===== src/rtl/mips_pkg.sv =====
// Shared encodings for the multi-cycle MIPS datapath: step states, ALU op codes
// and the sel_* multiplexer codes driven by the external decoder.
package mips_pkg;

  localparam logic [2:0] ST_FETCH  = 3'd0;
  localparam logic [2:0] ST_DECODE = 3'd1;
  localparam logic [2:0] ST_EXEC   = 3'd2;
  localparam logic [2:0] ST_MEM    = 3'd3;
  localparam logic [2:0] ST_WB     = 3'd4;

  localparam logic [3:0] ALU_ADD  = 4'd0;
  localparam logic [3:0] ALU_SUB  = 4'd1;
  localparam logic [3:0] ALU_AND  = 4'd2;
  localparam logic [3:0] ALU_OR   = 4'd3;
  localparam logic [3:0] ALU_XOR  = 4'd4;
  localparam logic [3:0] ALU_NOR  = 4'd5;
  localparam logic [3:0] ALU_SLT  = 4'd6;
  localparam logic [3:0] ALU_SLTU = 4'd7;
  localparam logic [3:0] ALU_SLL  = 4'd8;
  localparam logic [3:0] ALU_SRL  = 4'd9;

  localparam logic [1:0] PC_NONE = 2'b00;
  localparam logic [1:0] PC_BRZ  = 2'b01;
  localparam logic [1:0] PC_JUMP = 2'b10;
  localparam logic [1:0] PC_REG  = 2'b11;

  localparam logic [1:0] RES_MDR  = 2'b00;
  localparam logic [1:0] RES_ALU  = 2'b01;
  localparam logic [1:0] RES_LINK = 2'b10;
  localparam logic [1:0] RES_ZERO = 2'b11;

  localparam logic [1:0] WA_RT   = 2'b00;
  localparam logic [1:0] WA_RD   = 2'b01;
  localparam logic [1:0] WA_RA   = 2'b10;
  localparam logic [1:0] WA_ZERO = 2'b11;

endpackage


===== src/rtl/mc_step_fsm.sv =====
// Step sequencer: FETCH/DECODE/EXEC/MEM/WB with memory-ack waits and a
// registered one-cycle retire pulse in the cycle after the final step.
module mc_step_fsm (
  input  logic       clock_i,
  input  logic       reset_i,
  input  logic       mem_ack_i,
  input  logic       mem_rd_i,
  input  logic       mem_wr_i,
  input  logic       rf_we_i,
  output logic [2:0] state_o,
  output logic       instr_done_o
);
  import mips_pkg::*;

  logic [2:0] state_q, state_d;
  logic       done_q, done_d;

  always_comb begin
    // NOTE: defaults first so no path through the case leaves a latch.
    state_d = state_q;
    done_d  = 1'b0;
    case (state_q)
      ST_FETCH:  if (mem_ack_i) state_d = ST_DECODE;
      ST_DECODE: state_d = ST_EXEC;
      ST_EXEC: begin
        if (mem_rd_i || mem_wr_i) begin
          state_d = ST_MEM;
        end else if (rf_we_i) begin
          state_d = ST_WB;
        end else begin
          state_d = ST_FETCH;
          done_d  = 1'b1;
        end
      end
      ST_MEM: begin
        // A store wins when both strobes are raised.
        if (mem_ack_i) begin
          if (mem_wr_i) begin
            state_d = ST_FETCH;
            done_d  = 1'b1;
          end else begin
            state_d = ST_WB;
          end
        end
      end
      ST_WB: begin
        state_d = ST_FETCH;
        done_d  = 1'b1;
      end
      default: state_d = ST_FETCH;
    endcase
  end

  always_ff @(posedge clock_i) begin
    if (reset_i) begin
      state_q <= ST_FETCH;
      done_q  <= 1'b0;
    end else begin
      state_q <= state_d;
      done_q  <= done_d;
    end
  end

  assign state_o      = state_q;
  assign instr_done_o = done_q;

endmodule


===== src/rtl/regfile.sv =====
// 32-entry register file, two asynchronous read ports and one synchronous write
// port; register 0 ignores writes and always reads as zero.
module regfile #(
  parameter int unsigned DATA_W = 32
) (
  input  logic              clock_i,
  input  logic              we_i,
  input  logic [4:0]        waddr_i,
  input  logic [DATA_W-1:0] wdata_i,
  input  logic [4:0]        raddr_a_i,
  input  logic [4:0]        raddr_b_i,
  output logic [DATA_W-1:0] rdata_a_o,
  output logic [DATA_W-1:0] rdata_b_o
);

  logic [DATA_W-1:0] regs_q [32];

  // NOTE: the array is deliberately not reset so it maps onto plain RAM/flops
  // without a reset tree; software writes a register before reading it.
  // NOTE: sequential state uses <= so every flop samples pre-edge values.
  always_ff @(posedge clock_i) begin
    if (we_i && (waddr_i != 5'd0)) begin
      regs_q[waddr_i] <= wdata_i;
    end
  end

  assign rdata_a_o = (raddr_a_i == 5'd0) ? '0 : regs_q[raddr_a_i];
  assign rdata_b_o = (raddr_b_i == 5'd0) ? '0 : regs_q[raddr_b_i];

endmodule


===== src/rtl/mc_datapath.sv =====
// Multi-cycle MIPS datapath driven by an external decoder through sel_* inputs.
// Define MC_DATAPATH_PERF_EN to add the cycle_count/instr_count outputs.
module mc_datapath #(
  parameter int unsigned       DATA_W   = 32,
  parameter logic [DATA_W-1:0] RESET_PC = '0
) (
  input  logic              clock,
  input  logic              reset,
  input  logic [1:0]        sel_pc,
  input  logic [1:0]        sel_result,
  input  logic [1:0]        sel_wa,
  input  logic              sel_alu_b,
  input  logic              rf_we,
  input  logic              mem_rd,
  input  logic              mem_wr,
  input  logic [3:0]        alu_ctrl,
  input  logic              mem_ack,
  input  logic [DATA_W-1:0] mem_rdata,
  output logic              mem_req,
  output logic              mem_we,
  output logic [DATA_W-1:0] mem_addr,
  output logic [DATA_W-1:0] mem_wdata,
  output logic [DATA_W-1:0] pc,
  output logic [31:0]       ir,
  output logic [2:0]        state,
  output logic              zero,
  output logic              instr_done
`ifdef MC_DATAPATH_PERF_EN
  ,
  output logic [31:0]       cycle_count,
  output logic [31:0]       instr_count
`endif
);
  import mips_pkg::*;

  logic [DATA_W-1:0] pc_q, pc_d, a_q, a_d, b_q, b_d;
  logic [DATA_W-1:0] alu_out_q, alu_out_d, mdr_q, mdr_d, link_q, link_d;
  logic [31:0]       ir_q, ir_d;
  logic              zero_q, zero_d;
  logic [DATA_W-1:0] imm_sext, br_off, alu_b, alu_y;
  logic [DATA_W-1:0] rf_rdata_a, rf_rdata_b, wb_data;
  logic [4:0]        wa;

  mc_step_fsm u_fsm (
    .clock_i      (clock),
    .reset_i      (reset),
    .mem_ack_i    (mem_ack),
    .mem_rd_i     (mem_rd),
    .mem_wr_i     (mem_wr),
    .rf_we_i      (rf_we),
    .state_o      (state),
    .instr_done_o (instr_done)
  );

  always_comb begin
    case (sel_wa)
      WA_RT:   wa = ir_q[20:16];
      WA_RD:   wa = ir_q[15:11];
      WA_RA:   wa = 5'd31;
      default: wa = 5'd0;
    endcase
    case (sel_result)
      RES_MDR:  wb_data = mdr_q;
      RES_ALU:  wb_data = alu_out_q;
      RES_LINK: wb_data = link_q;
      default:  wb_data = '0;
    endcase
  end

  regfile #(.DATA_W(DATA_W)) u_rf (
    .clock_i   (clock),
    .we_i      ((state == ST_WB) && !reset),
    .waddr_i   (wa),
    .wdata_i   (wb_data),
    .raddr_a_i (ir_q[25:21]),
    .raddr_b_i (ir_q[20:16]),
    .rdata_a_o (rf_rdata_a),
    .rdata_b_o (rf_rdata_b)
  );

  assign imm_sext = {{(DATA_W-16){ir_q[15]}}, ir_q[15:0]};
  assign br_off   = {{(DATA_W-18){ir_q[15]}}, ir_q[15:0], 2'b00};
  assign alu_b    = sel_alu_b ? imm_sext : b_q;

  always_comb begin
    case (alu_ctrl)
      ALU_ADD:  alu_y = a_q + alu_b;
      ALU_SUB:  alu_y = a_q - alu_b;
      ALU_AND:  alu_y = a_q & alu_b;
      ALU_OR:   alu_y = a_q | alu_b;
      ALU_XOR:  alu_y = a_q ^ alu_b;
      ALU_NOR:  alu_y = ~(a_q | alu_b);
      ALU_SLT:  alu_y = {{(DATA_W-1){1'b0}}, ($signed(a_q) < $signed(alu_b))};
      ALU_SLTU: alu_y = {{(DATA_W-1){1'b0}}, (a_q < alu_b)};
      ALU_SLL:  alu_y = a_q << alu_b[4:0];
      ALU_SRL:  alu_y = a_q >> alu_b[4:0];
      default:  alu_y = '0;
    endcase
  end

  always_comb begin
    pc_d      = pc_q;
    ir_d      = ir_q;
    a_d       = a_q;
    b_d       = b_q;
    alu_out_d = alu_out_q;
    mdr_d     = mdr_q;
    link_d    = link_q;
    zero_d    = zero_q;
    case (state)
      ST_FETCH: begin
        if (mem_ack) begin
          ir_d = mem_rdata[31:0];
          pc_d = pc_q + DATA_W'(4);
        end
      end
      ST_DECODE: begin
        a_d = rf_rdata_a;
        b_d = rf_rdata_b;
      end
      ST_EXEC: begin
        alu_out_d = alu_y;
        zero_d    = (alu_y == '0);
        link_d    = pc_q;
        // The branch tests this cycle's ALU result, not the registered flag.
        case (sel_pc)
          PC_BRZ:  if (alu_y == '0) pc_d = pc_q + br_off;
          PC_JUMP: pc_d = {pc_q[DATA_W-1:28], ir_q[25:0], 2'b00};
          PC_REG:  pc_d = a_q;
          default: ;
        endcase
      end
      ST_MEM: if (mem_ack && !mem_wr) mdr_d = mem_rdata;
      default: ;
    endcase
  end

  always_ff @(posedge clock) begin
    if (reset) begin
      pc_q      <= RESET_PC;
      ir_q      <= '0;
      a_q       <= '0;
      b_q       <= '0;
      alu_out_q <= '0;
      mdr_q     <= '0;
      link_q    <= '0;
      zero_q    <= 1'b0;
    end else begin
      pc_q      <= pc_d;
      ir_q      <= ir_d;
      a_q       <= a_d;
      b_q       <= b_d;
      alu_out_q <= alu_out_d;
      mdr_q     <= mdr_d;
      link_q    <= link_d;
      zero_q    <= zero_d;
    end
  end

  // Address/strobe come only from registers held across wait cycles.
  always_comb begin
    mem_req  = 1'b0;
    mem_we   = 1'b0;
    mem_addr = pc_q;
    if (state == ST_FETCH) begin
      mem_req = 1'b1;
    end else if (state == ST_MEM) begin
      mem_req  = 1'b1;
      mem_we   = mem_wr;
      mem_addr = alu_out_q;
    end
  end

  assign mem_wdata = b_q;
  assign pc        = pc_q;
  assign ir        = ir_q;
  assign zero      = zero_q;

`ifdef MC_DATAPATH_PERF_EN
  logic [31:0] cycle_q, instr_q;

  always_ff @(posedge clock) begin
    if (reset) begin
      cycle_q <= '0;
      instr_q <= '0;
    end else begin
      cycle_q <= cycle_q + 32'd1;
      if (instr_done) instr_q <= instr_q + 32'd1;
    end
  end

  assign cycle_count = cycle_q;
  assign instr_count = instr_q;
`endif

endmodule

===== config.mk =====
export PLATFORM = sky130hd
export DESIGN_NAME = mc_datapath
export DESIGN_NICKNAME = d
export VERILOG_FILES = /design/src/rtl/mips_pkg.sv /design/src/rtl/mc_step_fsm.sv /design/src/rtl/regfile.sv /design/src/rtl/mc_datapath.sv
export SDC_FILE = /design/constraint.sdc
export NUM_CORES = 2
export LEC_CHECK = 0
export CORE_UTILIZATION = 30
export DETAILED_ROUTE_END_ITERATION = 8
export PLACE_DENSITY_LB_ADDON = 0.05
export SYNTH_ARGS = -nofsm -noshare
export SYNTH_HDL_FRONTEND = slang
export SYNTH_SLANG_ARGS = --single-unit

===== constraint.sdc =====
create_clock -name clock -period 8.03 [get_ports clock]
set_input_delay 1.606 -clock clock [delete_from_list [all_inputs] [get_ports clock]]
set_output_delay 1.606 -clock clock [all_outputs]
set_load 0.03 [all_outputs]

==> flow_metrics.py <==
metrics = {
    "status": {
        "status": "completed",
    },
    "worst_setup_path": {
        "worst_r2r_path_depth": 19,
        "reg2reg_slack_ps": 1450,
        "arrival_ps": 8000,
        "cp.required_ps": 8690,
        "cpPeakStageDelay_ps": 1000,
        "start_kind": "input port",
        "cp_slowest_cell": "mux2i_1",
        "reg2reg_to": "pc[0]$_SDFFE_PP0P_",
        "critPathKind": "in2reg",
        "startpoint": "sel_alu_b",
        "path_buf_inv": 3,
        "reg2reg_from": "ir[15]$_SDFFE_PP0P_",
        "cp-end-kind": "register",
        "path_delay_family": "compound AO/OA/AOI/OAI gates",
        "cp_cell_sequence": "buf_2 > mux2i_1 > ha_1 > a21oi_1 > o311ai_0 > and3_1 > nor3_1 > o21ai_0 > xnor2_1 > a221oi_1 > nand2_1 > nor4_1 > buf_4 > a31oi_2 > buf_12 > o41ai_1 > o32ai_1",
        "crit_fanout": 15,
    },
    "pwr": {
        "leakage_nw": 25.6,
        "seqPwrFrac": 0.442,
        "switchingPower_mw": 4.68,
        "power_density_nw_per_um2": 205,
        "swShare": 0.283,
        "p_int_mw": 11.8,
        "pwr-share-clk": 0.393,
        "power_frac_comb": 0.166,
        "ir_drop_uv": 168,
    },
    "layout": {
        "final_util": 0.354,
        "final_net_count": 5370,
        "syn2layout_area_growth_pct": 17.2,
        "drive_above_1_share": 0.252,
    },
    "clock_network": {
        "clk_latency_ps": 800,
        "cts_tree": "built",
        "post_cts_buffers": 0,
        "htree_levels": 4,
        "numCtsBuffers": 150,
        "cts.clk_slew.worst_paths_ps": 60,
        "cts_buffer_depth": 3,
        "cts.sinks": 1263,
        "cts-resized-gates": 0,
        "root_buffer": "clkbuf_16",
        "holdBufCountCts": 0,
    },
    "worst_hold_path": {
        "worstHoldStart": "mdr_q[24]$_SDFFE_PP0P_",
        "hold_path_class": "reg2reg",
        "worstHoldPathCells": 2,
        "hold_path_end": "mdr_q[24]$_SDFFE_PP0P_",
    },
    "routing": {
        "viasPerCell": 5.85,
        "via_count": 48600,
        "drtIter0Drc": 5128,
        "post-route-drc-count": 0,
        "wl_per_cell_microns": 36.8,
        "drt_first_pass_iters": 6,
        "totalWireLength_microns": 306000,
        "ant_nets": 0,
    },
    "timing": {
        "fin_setup_tns_ps": 0,
        "rsz0062_at_grt": "no",
        "tightest_slew_ps": 1360,
        "finalCritPeriodShare": 0.915,
        "fmax_ghz": 0.136,
        "skew_ps": 35.9,
        "final-setup-viol-count": 0,
        "post-route-min-period_ps": 7350,
        "maxSlewHeadroom": 0.0876,
        "hold_ws_ps": 454,
        "hold_viol": 0,
        "drv_slew": 0,
    },
    "grt": {
        "grt_pass1_vias": 48900,
        "grt_start_max_net_pins": 128,
        "grt_overflow": 0,
        "antenna_found_initial": 24,
        "grt_pass1_wl_microns": 419000,
        "grtUsageTotal": 0.262,
    },
    "synthesis": {
        "syn_inst": 4942,
        "syn_avg_cell_area_sq_um": 13.9,
        "ys.flop_type": "edfxtp_1",
        "synth.area.top_cells": "edfxtp_1 45%, mux4_2 23%, dfxtp_1 7.0%",
        "synthArstFlopShare": 0,
        "yosys_warnings": 0,
        "yosys.area.top_type": "edfxtp_1",
        "synth_enable_flop_cells": 1024,
        "synth_seq_cells": 1263,
        "synth_area_sq_um": 68700,
        "synthDistinctLibCells": 91,
        "synthDominantCellAreaShare": 0.447,
        "ys_seq_area_frac": 0.517,
    },
    "floorplanning": {
        "rows": 175,
        "core_area_sq_um": 227000,
        "start_util": 0.302,
        "die_area_sq_um": 231000,
        "dieWidth_microns": 481,
        "io_pins": 184,
        "die_h_microns": 481,
    },
    "place": {
        "port_buffers": 183,
        "dp_hpwl_microns": 208000,
        "gp_congestion": 0.988,
    },
    "flow_run": {
        "max_cap_viol_count": 0,
    },
}
-- metrics by stage --
stage	setup WS [ps]	cells	instance area, sq um	total power, mW
floorplan	970	4973	68800	8.93
global placement	-114	8044	76000	10.2
detailed placement	49.7	8044	76000	10.1
CTS	918	8303	80500	16.7
global route	605	8305	80500	17.0
finish	685	8310	80500	16.5
-- cells in the mapped netlist, drive strengths merged, types with 16 or more instances --
master and instances:
a211oi 81, a21o 26, a21oi 339, a221oi 58
a22oi 17, a31oi 28, and3 21, buf 101
clkbuf 297, dfxtp 239, edfxtp 1024, ha 131
inv 108, mux2 34, mux2i 179, mux4 700
nand2 416, nand2b 21, nand3 64, nand4 18
nor2 380, nor2b 25, nor3 69, nor4 37
o211ai 28, o21a 16, o21ai 141, o21bai 19
o22ai 42, o31ai 16, xnor2 28
-- registers in the layout, indices dropped and copies added, names as in the netlist, named ones only --
signal,count
a_q,32
alu_out_q,32
ir,32
link_q,32
mdr_q,32
mem_wdata,32
pc,32
u_fsm.instr_done_o,1
u_fsm.state_o,3
u_rf.regs_q,1024
zero,1
-- worst reg2reg max path, delay by kind of cell, from the launching register on --
family          cells  cell delay [ps]
compound gates      8             2520
simple gates        6             1670
buf+inv             4              840
flops               1              830
fa+ha+maj           1              590
-- worst max-delay path by stage --
| stage | end | slack [ps] | cells after the start |
|---|---|---|---|
| after floorplan | pc[19]$_SDFFE_PP0P_ | 970 | 18 |
| after global placement | pc[1]$_SDFFE_PP0P_ | -110 | 17 |
| after detailed placement | pc[0]$_SDFFE_PP0P_ | 50 | 17 |
| after CTS | pc[0]$_SDFFE_PP0P_ | 920 | 17 |
| after global routing | pc[1]$_SDFFE_PP0P_ | 610 | 19 |
| final | pc[0]$_SDFFE_PP0P_ | 680 | 17 |
-- cell usage in the layout (no fill, tap or decap), types with 17 or more instances in the layout --
master              n
dfxtp_1           229
clkinv_1           31
ha_1              131
nor2_4             31
o21ai_2            27
nor4_1             35
edfxtp_1         1024
a221oi_1           58
o21ai_0           105
a21o_1             26
clkbuf_16         155
nand4_1            18
nand2_1           415
clkbuf_1           33
o22ai_1            42
nor2_1            348
buf_12             37
and3_1             20
mux2i_1           173
clkdlybuf4s50_1   178
a211oi_1           81
mux4_2            697
nand3_1            63
mux2_2             34
o21bai_1           17
o211ai_1           28
buf_4             240
a31oi_1            27
a22oi_1            17
nor2b_1            22
xnor2_1            28
clkinv_2           24
conb_1             32
nor3_1             67
inv_1             107
a21oi_1           339
nand2b_1           21
-- layout make-up --
class                      instances  area (sq um)
clock inverter                    62           430
tap                             3009          3760
fill                           21900        147000
multi-input combinational       3199         31800
sequential                      1263         35600
clock buffer                     197          4120
inverter                         113           427
antenna                            7          17.5
timing repair buffer             460          4360
-- power groups by stage --
stage | Sequential, mW | Combinational, mW | Clock (mW)
after floorplan | 7.34 | 1.59 | 0
after global placement | 7.43 | 2.74 | 0
after detailed placement | 7.42 | 2.72 | 0
after CTS | 7.29 | 2.73 | 6.67
after global routing | 7.29 | 2.87 | 6.87
final | 7.29 | 2.74 | 6.48
-- kinds of logic after synthesis --
| family | after synthesis | share of synthesized area |
|---|---|---|
| fa+ha+maj | 134 | 0.0247 |
| flops | 1263 | 0.517 |
| mux | 913 | 0.262 |
| other cells | 1 | 0.0000546 |
| buf+inv | 511 | 0.0288 |
| xor+xnor | 42 | 0.00535 |
| compound gates | 945 | 0.0892 |
| simple gates | 1133 | 0.0733 |
-- metal layers --
metal  GRT usage  vias up  share of wire
met2       0.430     1768           0.48
met4       0.126        0          0.055
met3      0.0331      475          0.051
met5           0        -              0
met1       0.344    26100           0.42
li1            -    20300              -
Power figures use the tool's default switching activity.
